### src/rtl/reg_dump_ctrl_if.sv
// Output beat stream of the register dump controller: valid/ready handshake carrying
// one register word, its address and an end-of-dump marker.
interface reg_dump_ctrl_if #(
  parameter int unsigned ADDR_W = 5,
  parameter int unsigned DATA_W = 32
);
  logic              valid;
  logic              ready;
  logic [DATA_W-1:0] data;
  logic [ADDR_W-1:0] idx;
  logic              last;

  modport master (output valid, data, idx, last, input ready);
  modport slave  (input valid, data, idx, last, output ready);
endinterface

### src/rtl/reg_dump_ctrl.sv
// Debug dump master: halts the CPU, reads registers 0..NUM_REGS-1 through bank port A
// and streams each word out, then releases the CPU.
module reg_dump_ctrl #(
  parameter int unsigned NUM_REGS = 32,
  parameter int unsigned ADDR_W   = 5,
  parameter int unsigned DATA_W   = 32
) (
  input  logic                clk,
  input  logic                rst_n,
  input  logic                start,
  input  logic                abort,
  output logic                halt_req,
  input  logic                halt_ack,
  output logic [ADDR_W-1:0]   rf_addr,
  output logic                rf_rd,
  input  logic [DATA_W-1:0]   rf_data,
  reg_dump_ctrl_if.master     dump,
  output logic                busy,
  output logic                done
);

  localparam logic [ADDR_W-1:0] LastIdx = ADDR_W'(NUM_REGS - 1);

  typedef enum logic [2:0] {StIdle, StHalt, StRead, StCapt, StSend, StRel} state_e;

  state_e            state;
  logic [ADDR_W-1:0] idx;
  logic              abort_pend;

  always_ff @(posedge clk or negedge rst_n) begin
    if (!rst_n) begin
      state      <= StIdle;
      idx        <= '0;
      abort_pend <= 1'b0;
      halt_req   <= 1'b0;
      rf_addr    <= '0;
      rf_rd      <= 1'b0;
      dump.valid <= 1'b0;
      dump.data  <= '0;
      dump.idx   <= '0;
      dump.last  <= 1'b0;
      busy       <= 1'b0;
      done       <= 1'b0;
    end else begin
      done <= 1'b0;
      if (abort && state != StIdle) abort_pend <= 1'b1;
      case (state)
        StIdle: begin
          // start wins over a same-cycle abort: abort_pend is cleared here
          if (start) begin
            state      <= StHalt;
            idx        <= '0;
            abort_pend <= 1'b0;
            halt_req   <= 1'b1;
            busy       <= 1'b1;
          end
        end
        StHalt: begin
          if (abort || abort_pend) begin
            state    <= StRel;
            halt_req <= 1'b0;
          end else if (halt_ack) begin
            state   <= StRead;
            rf_addr <= idx;
            rf_rd   <= 1'b1;
          end
        end
        StRead: begin
          // a read only issues while the CPU is still parked; otherwise stall here
          if (rf_rd) begin
            rf_rd <= 1'b0;
            state <= StCapt;
          end else begin
            rf_rd <= halt_ack;
          end
        end
        StCapt: begin
          dump.data  <= rf_data;
          dump.idx   <= idx;
          dump.valid <= 1'b1;
          dump.last  <= (idx == LastIdx) || abort_pend || abort;
          state      <= StSend;
        end
        StSend: begin
          if (dump.ready) begin
            dump.valid <= 1'b0;
            dump.last  <= 1'b0;
            if (dump.last || abort_pend || abort) begin
              state    <= StRel;
              halt_req <= 1'b0;
            end else begin
              idx     <= idx + 1'b1;
              rf_addr <= idx + 1'b1;
              rf_rd   <= halt_ack;
              state   <= StRead;
            end
          end else if (abort) begin
            dump.last <= 1'b1;
          end
        end
        StRel: begin
          if (!halt_ack) begin
            done  <= 1'b1;
            busy  <= 1'b0;
            state <= StIdle;
          end
        end
        default: state <= StIdle;
      endcase
    end
  end

endmodule

### src/flat_wrapper.sv
// flat-port wrapper written by rule: the top's interface ports become plain ports
module reg_dump_ctrl_flat 
#(
  parameter int unsigned NUM_REGS = 32,
  parameter int unsigned ADDR_W   = 5,
  parameter int unsigned DATA_W   = 32
)
  (clk, rst_n, start, abort, halt_req, halt_ack, rf_addr, rf_rd, rf_data, busy, done, dump_valid, dump_data, dump_idx, dump_last, dump_ready);
  reg_dump_ctrl_if #(.ADDR_W(ADDR_W), .DATA_W(DATA_W)) dump_i ();
  input  logic clk;
  input  logic rst_n;
  input  logic start;
  input  logic abort;
  output logic halt_req;
  input  logic halt_ack;
  output logic [ADDR_W-1:0] rf_addr;
  output logic rf_rd;
  input  logic [DATA_W-1:0] rf_data;
  output logic busy;
  output logic done;
  output wire logic [$bits(dump_i.valid)-1:0] dump_valid;
  output wire logic [$bits(dump_i.data)-1:0] dump_data;
  output wire logic [$bits(dump_i.idx)-1:0] dump_idx;
  output wire logic [$bits(dump_i.last)-1:0] dump_last;
  input wire logic [$bits(dump_i.ready)-1:0] dump_ready;
  assign dump_valid = dump_i.valid;
  assign dump_data = dump_i.data;
  assign dump_idx = dump_i.idx;
  assign dump_last = dump_i.last;
  assign dump_i.ready = dump_ready;
  reg_dump_ctrl #(.NUM_REGS(NUM_REGS), .ADDR_W(ADDR_W), .DATA_W(DATA_W)) u_core (.clk(clk), .rst_n(rst_n), .start(start), .abort(abort), .halt_req(halt_req), .halt_ack(halt_ack), .rf_addr(rf_addr), .rf_rd(rf_rd), .rf_data(rf_data), .dump(dump_i), .busy(busy), .done(done));
endmodule
### config.mk
export PLATFORM = sky130hd
export DESIGN_NAME = reg_dump_ctrl_flat
export DESIGN_NICKNAME = d
export VERILOG_FILES = /design/src/rtl/reg_dump_ctrl_if.sv /design/src/rtl/reg_dump_ctrl.sv /design/src/flat_wrapper.sv
export SDC_FILE = /design/constraint.sdc
export NUM_CORES = 1
export LEC_CHECK = 0
export ABC_CLOCK_PERIOD_IN_PS = 1500
export CORE_MARGIN = 5
export CORE_UTILIZATION = 35
export CTS_CLUSTER_SIZE = 16
export DETAILED_ROUTE_END_ITERATION = 16
export GPL_ROUTABILITY_DRIVEN = 0
export GPL_TIMING_DRIVEN = 0
export PLACE_DENSITY = 0.67
export REMOVE_ABC_BUFFERS = 1
export SLEW_MARGIN = 30
export SYNTH_ARGS = -nofsm -noshare
export SYNTH_HDL_FRONTEND = slang
export SYNTH_SLANG_ARGS = --single-unit
### constraint.sdc
create_clock -name clk -period 1.5 [get_ports clk]
set_input_delay 0.15 -clock clk [delete_from_list [all_inputs] [get_ports clk]]
set_output_delay 0.15 -clock clk [all_outputs]
set_load 0.005 [all_outputs]
==> Word-level counts from Yosys, hierarchy flattened <==
Cells that the tools add are included.
{ "classes": {"add_sub_neg": 1, "n_eq_ne": 17, "n_mux": 38, "reduce_logical": 22} }
{ "op_table": {"columns": ["cell", "n"], "rows": [
  ["$mux 5", 5],
  ["$mux 3", 7],
  ["$pmux 5 s2", 2],
  ["$reduce_and 5->1", 4],
  ["$mux 1", 18],
  ["$pmux 3 s6", 1],
  ["$ne 2x2->1 const B", 6],
  ["$reduce_bool 3->1", 3],
  ["$reduce_bool 2->1", 4],
  ["$eq 3x2->1 const B", 2],
  ["$eq 3x3->1 const B", 2],
  ["$ne 2x1->1 const B", 3],
  ["$pmux 1 s2", 3],
  ["$pmux 1 s3", 2],
  ["$add 5x1->5 const B", 1],
  ["$eq 5x5->1 const B", 1],
  ["$logic_or 1x1->1", 5],
  ["$reduce_and 2->1", 2],
  ["$reduce_and 4->1", 1],
  ["$eq 3x1->1 const B", 1],
  ["$logic_not 3->1", 1],
  ["$ne 3x2->1 const B", 1],
  ["$ne 3x3->1 const B", 1],
  ["$reduce_and 3->1", 1],
  ["$logic_and 1x1->1", 1]
]} }
{ "totals": {"ff_bits": 57, "out_inout_bits": 48, "word_cells": 90} }

==> Longest topological paths before layout <==
Gate-level depths: netlist of run 1.
{ "depth": {"ltp_word": 5, "mapped_depth": 6, "depth_no_buf": 6} }

==> Least setup slack after synthesis of run 1 <==
No wires, ideal clock.
{ "synth_path": {"path_type": "reg-to-reg", "from": "register u_core.idx[0]", "to": "register u_core.rf_addr[4]", "t_arrival_ns": 1.325, "t_required_ns": 1.382, "path_slack_ns": 0.056, "path_stages_with_launch": 7, "path_buffers": 0, "period_less_slack_ns": 1.444, "path_cell_list": "dfrtp_1 > ha_1 > and3_1 > ha_1 > nand2_1 > a21oi_1 > a21o_1"} }
{ "synth_via": {"elab_chain_len": 4} }
{ "synth_lines": {"columns": ["element", "line_no", "rtl"], "rows": [
  ["start, declared", "reg_dump_ctrl.sv:27", "logic [ADDR_W-1:0] idx;"],
  ["start signal, assigned", "reg_dump_ctrl.sv:92", "idx <= idx + 1'b1;"],
  ["$add 5x1->5", "reg_dump_ctrl.sv:93", "rf_addr <= idx + 1'b1;"],
  ["$mux 5", "reg_dump_ctrl.sv:88", "if (dump.last || abort_pend || abort) begin"],
  ["$mux 5", "reg_dump_ctrl.sv:85", "if (dump.ready) begin"],
  ["$pmux 5 s2", "reg_dump_ctrl.sv:47", "case (state)"],
  ["end signal, assigned", "reg_dump_ctrl.sv:64", "rf_addr <= idx;"],
  ["end signal, assigned", "reg_dump_ctrl.sv:93", null],
  ["end, declared", "reg_dump_ctrl.sv:14", "output logic [ADDR_W-1:0] rf_addr,"]
]} }
Every way passes these cells. The select of a mux whose other input is x is not followed.
A chain may end at the register's enable or synchronous reset.

==> Worst setup path after layout of run 1 <==
{ "layout_path": {"from": "register u_core.state[2]", "to": "register u_core.idx[0]"} }
{ "layout_via": {"elab_chain_len": 3, "elab_cells_between_ends": 8} }
{ "layout_lines": {"columns": ["element", "line_no", "rtl"], "rows": [
  ["start, declared", "reg_dump_ctrl.sv:26", "state_e state;"],
  ["start signal, assigned", "reg_dump_ctrl.sv:32", "state <= StIdle;"],
  ["start signal, assigned", "reg_dump_ctrl.sv:51", "state <= StHalt;"],
  ["start signal, assigned", "reg_dump_ctrl.sv:60", "state <= StRel;"],
  ["$eq 3x3->1 / $logic_not 3->1 (equally long branches)", "reg_dump_ctrl.sv:47", null],
  ["$ne 2x2->1 (no source line) / $reduce_bool 2->1 (equally long branches)", null, null],
  ["$reduce_and 4->1 (no source line)", null, null]
]} }
Several ways; a longest one is shown, not always the timed one.

==> flow_summary_export.csv, run 1 <==
group,metric,value,unit
layout,fillers,594,
synth,ys.flop_type,"dfrtp_1",
power_and_ir_drop,leakagePower,1.637,nW
floorplanning,die_x,94.03,µm
setup_path,crit_path_start,"u_core.state[2]",
setup_path,worst_path_most_repeated_cell,"mux2_4",
detailed_routing,first_iter_violations,60,
cts,cts_buffers,9,
layout,multi_input_area,1061,µm²
setup_path,worstSetupPathType,"reg2reg",
sta,setup_violations,0,
sta,holdWs,297.9,ps
placement,hpwl,4068,µm
global_routing,grt_pass1_vias,1929,
layout,synthToLayoutAreaGrowth,56.41,%
detailed_routing,final_antenna_net_count,0,
synth,synth_cell_types,40,
sta,tightest_slew,369.2,ps
sta,rsz0062_at_grt,"true",
placement,dpl_cell_area,3420,µm²
cts,clock-sinks,57,
cts,cts_tree,"yes",
setup_path,worstPathRequired,1710,ps
setup_path,cp_top_family,"multiplexers",
setup_path,critPathLaunchType,"flop",
run_status,status,"finished clean",
synth,synth.avg_cell_area,12.67,µm²
sta,fin_crit_sh,98.96,%
cts,clk_pin_slew_worst_paths,60,ps
sta,fin_skew,3.556,ps
setup_path,reg2reg_setup_slack,20,ps
power_and_ir_drop,ir_drop,0.8104,mV
global_routing,antenna_found_initial,0,
detailed_routing,finalWirelength,5960,µm
setup_path,reg2regPathDepth,4,
detailed_routing,routedWlPerCell,14.90,µm
synth,synth-seq-area-share,57.72,%
synth,syn_inst,195,
floorplanning,die_area,8841,µm²
cts,clk_path_buf_depth,2,
sta,max_freq,673.7,MHz
layout,drive_gt1_share,29.93,%
placement,port_buffers,85,
synth,synth_edf_count,0,
layout,fin_util,56.58,%
global_routing,grt_usage,13.44,%
sta,setup_slack,15.57,ps
layout,fin_area,3865,µm²
cts,clkLatencyLatePin,320,ps
setup_path,path_cells,"buf_12, mux2_4, o211ai_4, mux2_4",
setup_path,end_kind,"flop",
power_and_ir_drop,p_per_area,1732,nW/µm²
global_routing,grt_start_max_net_pins,31,
setup_path,worstReg2RegEnd,"u_core.idx[0]",
floorplanning,start_util,36.17,%
floorplanning,coreArea,6832,µm²
job,cap_violations,0,
detailed_routing,viasPerCell,4.805,
sta,slew_headroom,75.03,%
floorplanning,std_cell_rows,30,
global_routing,overflow,0,
global_routing,grt_pass1_wl,9232,µm
setup_path,crit_path_max_fanout,7,
sta,fin_crit,1484,ps
floorplanning,die_height,94.03,µm
cts,htreeDepth,3,
worst_hold_path,hold_path_class,"in2async",
synth,netlist_area,2471,µm²
placement,place_ws,-497.2,ps
cts,clockRootBuffer,"clkbuf_8",
synth,ys_ff_latch,57,
sta,final-hold-violation-count,0,
setup_path,max_stage_delay,450,ps
synth,synthArstFlopShare,100.0,%
synth,yosys_warnings,0,
sta,drv_slew,0,
layout,seq_area,1431,µm²
layout,n_antenna_cell,0,
setup_path,reg2reg_from,"u_core.state[2]",
setup_path,crit_arrival,1690,ps
floorplanning,num_io_pins,86,
setup_path,slowest_stage,"dfrtp_2",
layout,final_common_cell,"clkdlybuf4s50_1",
detailed_routing,drc,0,
detailed_routing,firstDrtPassIters,4,
setup_path,critical_path_buf_inv_count,1,
detailed_routing,vias,1922,
layout,fin_nets,340,
layout,layout_common_cells,"84 x clkdlybuf4s50_1, 53 x dfrtp_1, 36 x mux2_2",
==> stage by stage <==
step	setup TNS (ps)	power, mW	instances
finish	0	6.693	400
global route	-100.5	7.113	400
CTS	0	6.598	394
detailed placement	-17510	4.947	369
global placement	-140940	4.870	367
floorplan	-25560	3.476	186
==> cell usage after synthesis, types with 2 or more instances <==
master     count  area share [%]
a21oi_1        7             1.4
a31oi_1        2            0.51
and3_1         2            0.51
buf_4          5             1.5
clkbuf_1       2            0.30
dfrtp_1       57              58
ha_1           3             1.5
inv_1          5            0.76
mux2_2        38              17
nand2_1       17             2.6
nand2b_1       2            0.51
nand3_1        3            0.61
nor2_1         6            0.91
o2111ai_1      2            0.71
o211ai_1       2            0.61
o21ai_0       16             3.2
o21ai_2        2            0.71
o31ai_1        2            0.61
==> sequential cells by signal, indices dropped and copies added, names as in the netlist <==
| register | flops |
|---|---|
| u_core.halt_req | 1 |
| u_core.dump.data | 32 |
| u_core.dump.valid | 1 |
| u_core.dump.idx | 5 |
| u_core.idx | 5 |
| u_core.rf_addr | 5 |
| u_core.busy | 1 |
| u_core.rf_rd | 1 |
| u_core.done | 1 |
| u_core.dump.last | 1 |
| u_core.state | 3 |
| u_core.abort_pend | 1 |
==> cells by family after synthesis <==
family,count (synthesis),synth area share [%]
adder cells (fa/ha/maj),3,1.519
buffers and inverters,15,3.848
flip-flops,57,57.72
AO/OA/AOI/OAI,37,9.367
XOR/XNOR,2,0.7090
multiplexers,39,17.72
AND/OR/NAND/NOR,42,9.114
==> where the power goes <==
part           switching (mW)  internal [mW]  total (mW)
combinational           0.999           1.80        2.80
clock                   0.569          0.809        1.38
sequential              0.381           2.13        2.51
==> what timing repair did <==
action	in CTS	in global routing
endpoints found under the setup margin	48	19
endpoints found under the hold margin	27	0
hold buffers	1	0
resized for setup	10	15
setup buffers	8	6
pin swaps	0	2
==> layer usage <==
metal | part of all wire, % | track usage (%)
met2 | 48 | 20.64
met3 | 8.3 | 4.327
met4 | 2.3 | 6.980
met1 | 41 | 16.83
met5 | 0 | 0
==> cell type report <==
| class | instances | area share, % |
|---|---|---|
| inverters | 6 | 0.7122 |
| clock buffers | 13 | 3.852 |
| multi-input cells | 123 | 27.45 |
| well taps | 96 | 3.108 |
| repair buffers | 102 | 26.80 |
| clock inverters | 3 | 1.036 |
| flip-flops and latches | 57 | 37.03 |
==> how the worst max path moves through the flow <==
stage / end / slack [ps] / cells after the start
finish: u_core.idx[0] / 20 / 4
global route: u_core.rf_addr[4] / -50 / 5
CTS: u_core.rf_addr[4] / 2 / 6
detailed placement: u_core.rf_addr[1] / -500 / 4
global placement: u_core.dump.data[20] / -1590 / 1
floorplan: u_core.dump.data[0] / -630 / 3
Power figures use the tool's default switching activity.
==> inputs of run 2 (changes only) <==
--- a/config.mk
+++ b/config.mk
@@ -6,13 +6,15 @@
 export NUM_CORES = 1
 export LEC_CHECK = 0
 export ABC_CLOCK_PERIOD_IN_PS = 1500
+export CELL_PAD_IN_SITES_DETAIL_PLACEMENT = 1
+export CELL_PAD_IN_SITES_GLOBAL_PLACEMENT = 1
 export CORE_MARGIN = 5
-export CORE_UTILIZATION = 35
+export CORE_UTILIZATION = 31
 export CTS_CLUSTER_SIZE = 16
 export DETAILED_ROUTE_END_ITERATION = 16
 export GPL_ROUTABILITY_DRIVEN = 0
 export GPL_TIMING_DRIVEN = 0
-export PLACE_DENSITY = 0.67
+export PLACE_DENSITY_LB_ADDON = 0.1
 export REMOVE_ABC_BUFFERS = 1
 export SLEW_MARGIN = 30
 export SYNTH_ARGS = -nofsm -noshare
==> flow_summary_export.csv, run 2 (synthesis results as in run 1) <==
group,metric,value,unit
floorplanning,die_height,99.28,µm
global_routing,grt_usage,14.43,%
power_and_ir_drop,total_power,7.028,mW
setup_path,worstSetupPathType,"reg2reg",
detailed_routing,vias,1917,
setup_path,crit_arrival,1760,ps
floorplanning,start_util,31.98,%
sta,final-hold-violation-count,0,
detailed_routing,firstDrtPassIters,4,
layout,seq_area,1434,µm²
cts,clk_path_buf_depth,2,
layout,fin_nets,337,
floorplanning,num_io_pins,86,
global_routing,overflow,0,
placement,hpwl,4425,µm
setup_path,critPathLaunchType,"flop",
detailed_routing,viasPerCell,4.757,
layout,n_antenna_cell,0,
cts,htreeDepth,3,
cts,clockRootBuffer,"clkbuf_8",
setup_path,worstReg2RegEnd,"u_core.rf_addr[2]",
job,cap_violations,0,
power_and_ir_drop,sw_frac_of_total,29.82,%
detailed_routing,drc,0,
setup_path,crit_path_start,"u_core.state[0]",
sta,drv_slew,0,
layout,synthToLayoutAreaGrowth,57.77,%
placement,port_buffers,85,
layout,final_common_cell,"clkdlybuf4s50_1",
floorplanning,die_x,99.28,µm
power_and_ir_drop,p_per_area,1803,nW/µm²
detailed_routing,first_iter_violations,44,
setup_path,crit_path_max_fanout,8,
power_and_ir_drop,power_frac_comb,40.4,%
cts,clkLatencyLatePin,330,ps
sta,slew_headroom,75.84,%
sta,rsz0062_at_grt,"true",
layout,top_register,"u_core.dump.data",
global_routing,grt_pass1_vias,2122,
detailed_routing,finalWirelength,6695,µm
floorplanning,std_cell_rows,32,
layout,fillers,793,
layout,fin_area,3899,µm²
power_and_ir_drop,clockPowerShare,23.8,%
layout,layout_common_cells,"83 x clkdlybuf4s50_1, 53 x dfrtp_1, 36 x mux2_2",
cts,cts_tree,"yes",
global_routing,antenna_found_initial,0,
sta,tightest_slew,357.2,ps
sta,max_freq,671.1,MHz
cts,cts_buffers,9,
detailed_routing,final_antenna_net_count,0,
setup_path,end_kind,"flop",
power_and_ir_drop,ir_drop,0.6802,mV
layout,multi_input_area,1101,µm²
layout,instances_no_fill,403,
setup_path,reg2regPathDepth,5,
sta,holdWs,265.8,ps
sta,fin_crit,1490,ps
power_and_ir_drop,p_switching,2.096,mW
cts,clk_pin_slew_worst_paths,70,ps
sta,setup_violations,0,
cts,clock-sinks,57,
setup_path,worstPathRequired,1770,ps
run_status,status,"finished clean",
layout,drive_gt1_share,31.23,%
setup_path,reg2reg_setup_slack,10,ps
floorplanning,coreArea,7727,µm²
layout,fin_util,50.45,%
worst_hold_path,hold_path_class,"in2async",
placement,dp_cells,375,
setup_path,reg2reg_from,"u_core.state[0]",
floorplanning,die_area,9857,µm²
global_routing,grt_pass1_wl,11070,µm
placement,dpl_cell_area,3427,µm²
sta,fin_crit_sh,99.34,%
detailed_routing,routedWlPerCell,16.61,µm
power_and_ir_drop,seqPwrFrac,35.8,%
sta,fin_skew,6.860,ps
power_and_ir_drop,power.internal,4.933,mW
global_routing,grt_start_max_net_pins,35,
layout,largest_register_ffs,32,
power_and_ir_drop,leakagePower,1.635,nW
## run 2: cell count changes in the layout (fill, tap and decap cells not counted), sizes merged
| cell | before | now |
|---|---|---|
| buf | 17 | 13 |
| bufinv | 1 | 2 |
| dlymetal6s2s | 0 | 1 |
| clkbuf | 13 | 11 |
| clkdlybuf4s50 | 84 | 83 |
| nand2 | 18 | 19 |
| inv | 6 | 5 |
| clkinvlp | 0 | 2 |
## run 2: metal layers
layer | up-vias | share of wire (%) | GRT usage (%)
met3 | 8 | 6.0 | 4.488
li1 | 896 | - | -
met2 | 62 | 45 | 21.38
met1 | 951 | 47 | 19.14
met4 | 0 | 1.7 | 6.933
met5 | - | 0 | 0
## run 2: final cells by class
cell class                      instances  share of cell area [%]
Tap cell                              102                   3.273
Clock buffer                           11                   3.883
Clock inverter                          5                   1.990
Multi-Input combinational cell        124                   28.24
Inverter                                6                  0.8023
Sequential cell                        57                   36.78
Timing Repair Buffer                   98                   25.03
## run 2: repair_timing
item	CTS	global route
gates resized for setup	17	17
setup buffers	7	4
pin swaps	2	7
gates cloned	1	0
hold buffers	1	0
endpoints found under the setup margin	50	24
endpoints found under the hold margin	23	0
## run 2: how the worst max path moves through the flow
stage	cells after the start	slack (ps)	end
after CTS	4	-20	u_core.rf_addr[1]
after global routing	4	-60	u_core.rf_addr[1]
after global placement	1	-1690	u_core.rf_addr[0]
final	5	10	u_core.rf_addr[2]
after detailed placement	4	-570	u_core.dump.data[9]
after floorplan	3	-630	u_core.dump.data[0]
## run 2: power by group through the flow
stage	combinational [mW]	clock (mW)	sequential [mW]
final	2.84	1.67	2.51
after global placement	2.39	0	2.54
after floorplan	0.925	0	2.55
after CTS	2.78	1.72	2.49
after global routing	3.08	1.78	2.61
after detailed placement	2.43	0	2.57
## run 2: through the flow
stage	worst slack, ps	TNS, ps
2_1_floorplan	-633.5	-25560
3_3_place_gp	-1692	-149600
3_5_place_dp	-570.5	-20710
4_1_cts	-17.81	-34.24
5_1_grt	-56.21	-331.8
6_report	9.839	0
## run 2: critical path, cell delays in order (launching register included)
cell and delay (ps):
dfrtp_4 530, or3b_4 440, inv_6 110, nand2_2 70, xor2_2 150, o21ai_2 140
==> inputs of run 3 (changes only) <==
--- a/config.mk
+++ b/config.mk
@@ -16,6 +16,7 @@
 export GPL_TIMING_DRIVEN = 0
 export PLACE_DENSITY_LB_ADDON = 0.1
 export REMOVE_ABC_BUFFERS = 1
+export SKIP_CTS_REPAIR_TIMING = 1
 export SLEW_MARGIN = 30
 export SYNTH_ARGS = -nofsm -noshare
 export SYNTH_HDL_FRONTEND = slang
==> flow_summary_export.csv, run 3 (synthesis results as in run 1) <==
group,metric,value,unit
sta,fin_skew,8.741,ps
placement,place_ws,-570.5,ps
placement,dp_cells,375,
layout,multi_input_area,1107,µm²
cts,clock-sinks,57,
detailed_routing,firstDrtPassIters,4,
layout,n_antenna_cell,0,
power_and_ir_drop,p_per_area,1812,nW/µm²
global_routing,grt_start_max_net_pins,35,
layout,drive_gt1_share,35.33,%
global_routing,antenna_found_initial,0,
layout,layout_common_cells,"83 x clkdlybuf4s50_1, 52 x dfrtp_1, 36 x mux2_2",
floorplanning,start_util,31.98,%
power_and_ir_drop,ir_drop,0.7580,mV
detailed_routing,routedWlPerCell,17.14,µm
global_routing,grt_usage,13.68,%
setup_path,worstReg2RegEnd,"u_core.idx[0]",
global_routing,grt_pass1_wl,10520,µm
setup_path,reg2reg_setup_slack,-10,ps
floorplanning,die_x,99.28,µm
cts,clk_pin_slew_worst_paths,70,ps
detailed_routing,final_antenna_net_count,0,
sta,fin_crit,1514,ps
floorplanning,die_area,9857,µm²
detailed_routing,first_iter_violations,42,
floorplanning,std_cell_rows,32,
job,cap_violations,0,
setup_path,reg2regPathDepth,4,
sta,slew_headroom,70.36,%
floorplanning,num_io_pins,86,
sta,drv_slew,0,
layout,synthToLayoutAreaGrowth,62.48,%
sta,rsz0062_at_grt,"true",
cts,clockRootBuffer,"clkbuf_8",
run_status,violations,"setup timing",
worst_hold_path,hold_path_class,"in2async",
cts,clk_path_buf_depth,2,
global_routing,overflow,0,
setup_path,crit_arrival,1740,ps
placement,port_buffers,85,
sta,final-hold-violation-count,0,
cts,clkLatencyLatePin,340,ps
setup_path,end_kind,"flop",
setup_path,crit_path_max_fanout,6,
setup_path,critPathLaunchType,"flop",
floorplanning,die_height,99.28,µm
detailed_routing,vias,1978,
sta,fin_crit_sh,100.9,%
cts,htreeDepth,3,
floorplanning,coreArea,7727,µm²
sta,setup_slack,-13.87,ps
setup_path,reg2reg_from,"u_core.state[2]",
power_and_ir_drop,leakagePower,1.714,nW
layout,instances_no_fill,419,
placement,dpl_cell_area,3427,µm²
run_status,status,"finished, violations left",
sta,setup_violations,2,
layout,fillers,801,
cts,cts_tree,"yes",
setup_path,worstSetupPathType,"reg2reg",
setup_path,worstPathRequired,1720,ps
layout,seq_area,1435,µm²
layout,largest_register_ffs,32,
cts,cts_buffers,9,
sta,tightest_slew,442.2,ps
detailed_routing,finalWirelength,7183,µm
layout,final_common_cell,"clkdlybuf4s50_1",
detailed_routing,drc,0,
layout,fin_nets,353,
layout,top_register,"u_core.dump.data",
detailed_routing,viasPerCell,4.721,
sta,max_freq,660.6,MHz
layout,fin_area,4015,µm²
placement,hpwl,4425,µm
global_routing,grt_pass1_vias,2035,
## run 3: report_power, final
part           total [mW]  internal [mW]  leakage (nW)  switching, mW
Sequential           2.53           2.14         0.693          0.392
Combinational        3.08           1.93         0.905           1.15
Clock                1.67           1.02         0.115          0.650
## run 3: final cells by class
type	count	share of cell area, %
multi-input combinational	125	27.58
tap	102	3.179
timing repair buffer	113	27.02
clock inverter	5	1.932
inverter	6	0.7791
clock buffer	11	3.771
sequential	57	35.74
## run 3: worst max path at each step
stage,startpoint,cells past startpoint,end,slack [ps]
after CTS,u_core.state[2],4,u_core.dump.data[19],-570
after global routing,u_core.state[2],6,u_core.rf_addr[4],-80
after detailed placement,u_core.state[2],4,u_core.dump.data[9],-570
final,u_core.state[2],4,u_core.idx[0],-10
after global placement,rst_n,1,u_core.rf_addr[0],-1690
after floorplan,u_core.state[2],3,u_core.dump.data[0],-630
## run 3: per-layer routing
metal  global-route usage (%)  up-vias  share of wire, %
met1                    18.43      979                47
li1                         -      931                 -
met4                    6.933        0               1.6
met2                    19.52       60                46
met3                    4.558        8               5.4
met5                        0        -                 0
## run 3: per-stage QoR
stage	TNS (ps)	util [%]	hold slack (ps)	total power, mW
detailed placement	-20710	44.35	81.73	5.000
finish	-21.06	51.96	262.6	7.276
CTS	-20350	47.31	-289.4	6.696
floorplan	-25560	-	-145.6	3.476
global route	-476.3	51.96	291.9	7.740
global placement	-149600	43.73	458.5	4.924
## run 3: critical path, cell delays in order, from the launching register on
cell,delay [ps]
dfrtp_2,460
buf_4,160
mux2_4,320
o211ai_4,130
mux2_4,320
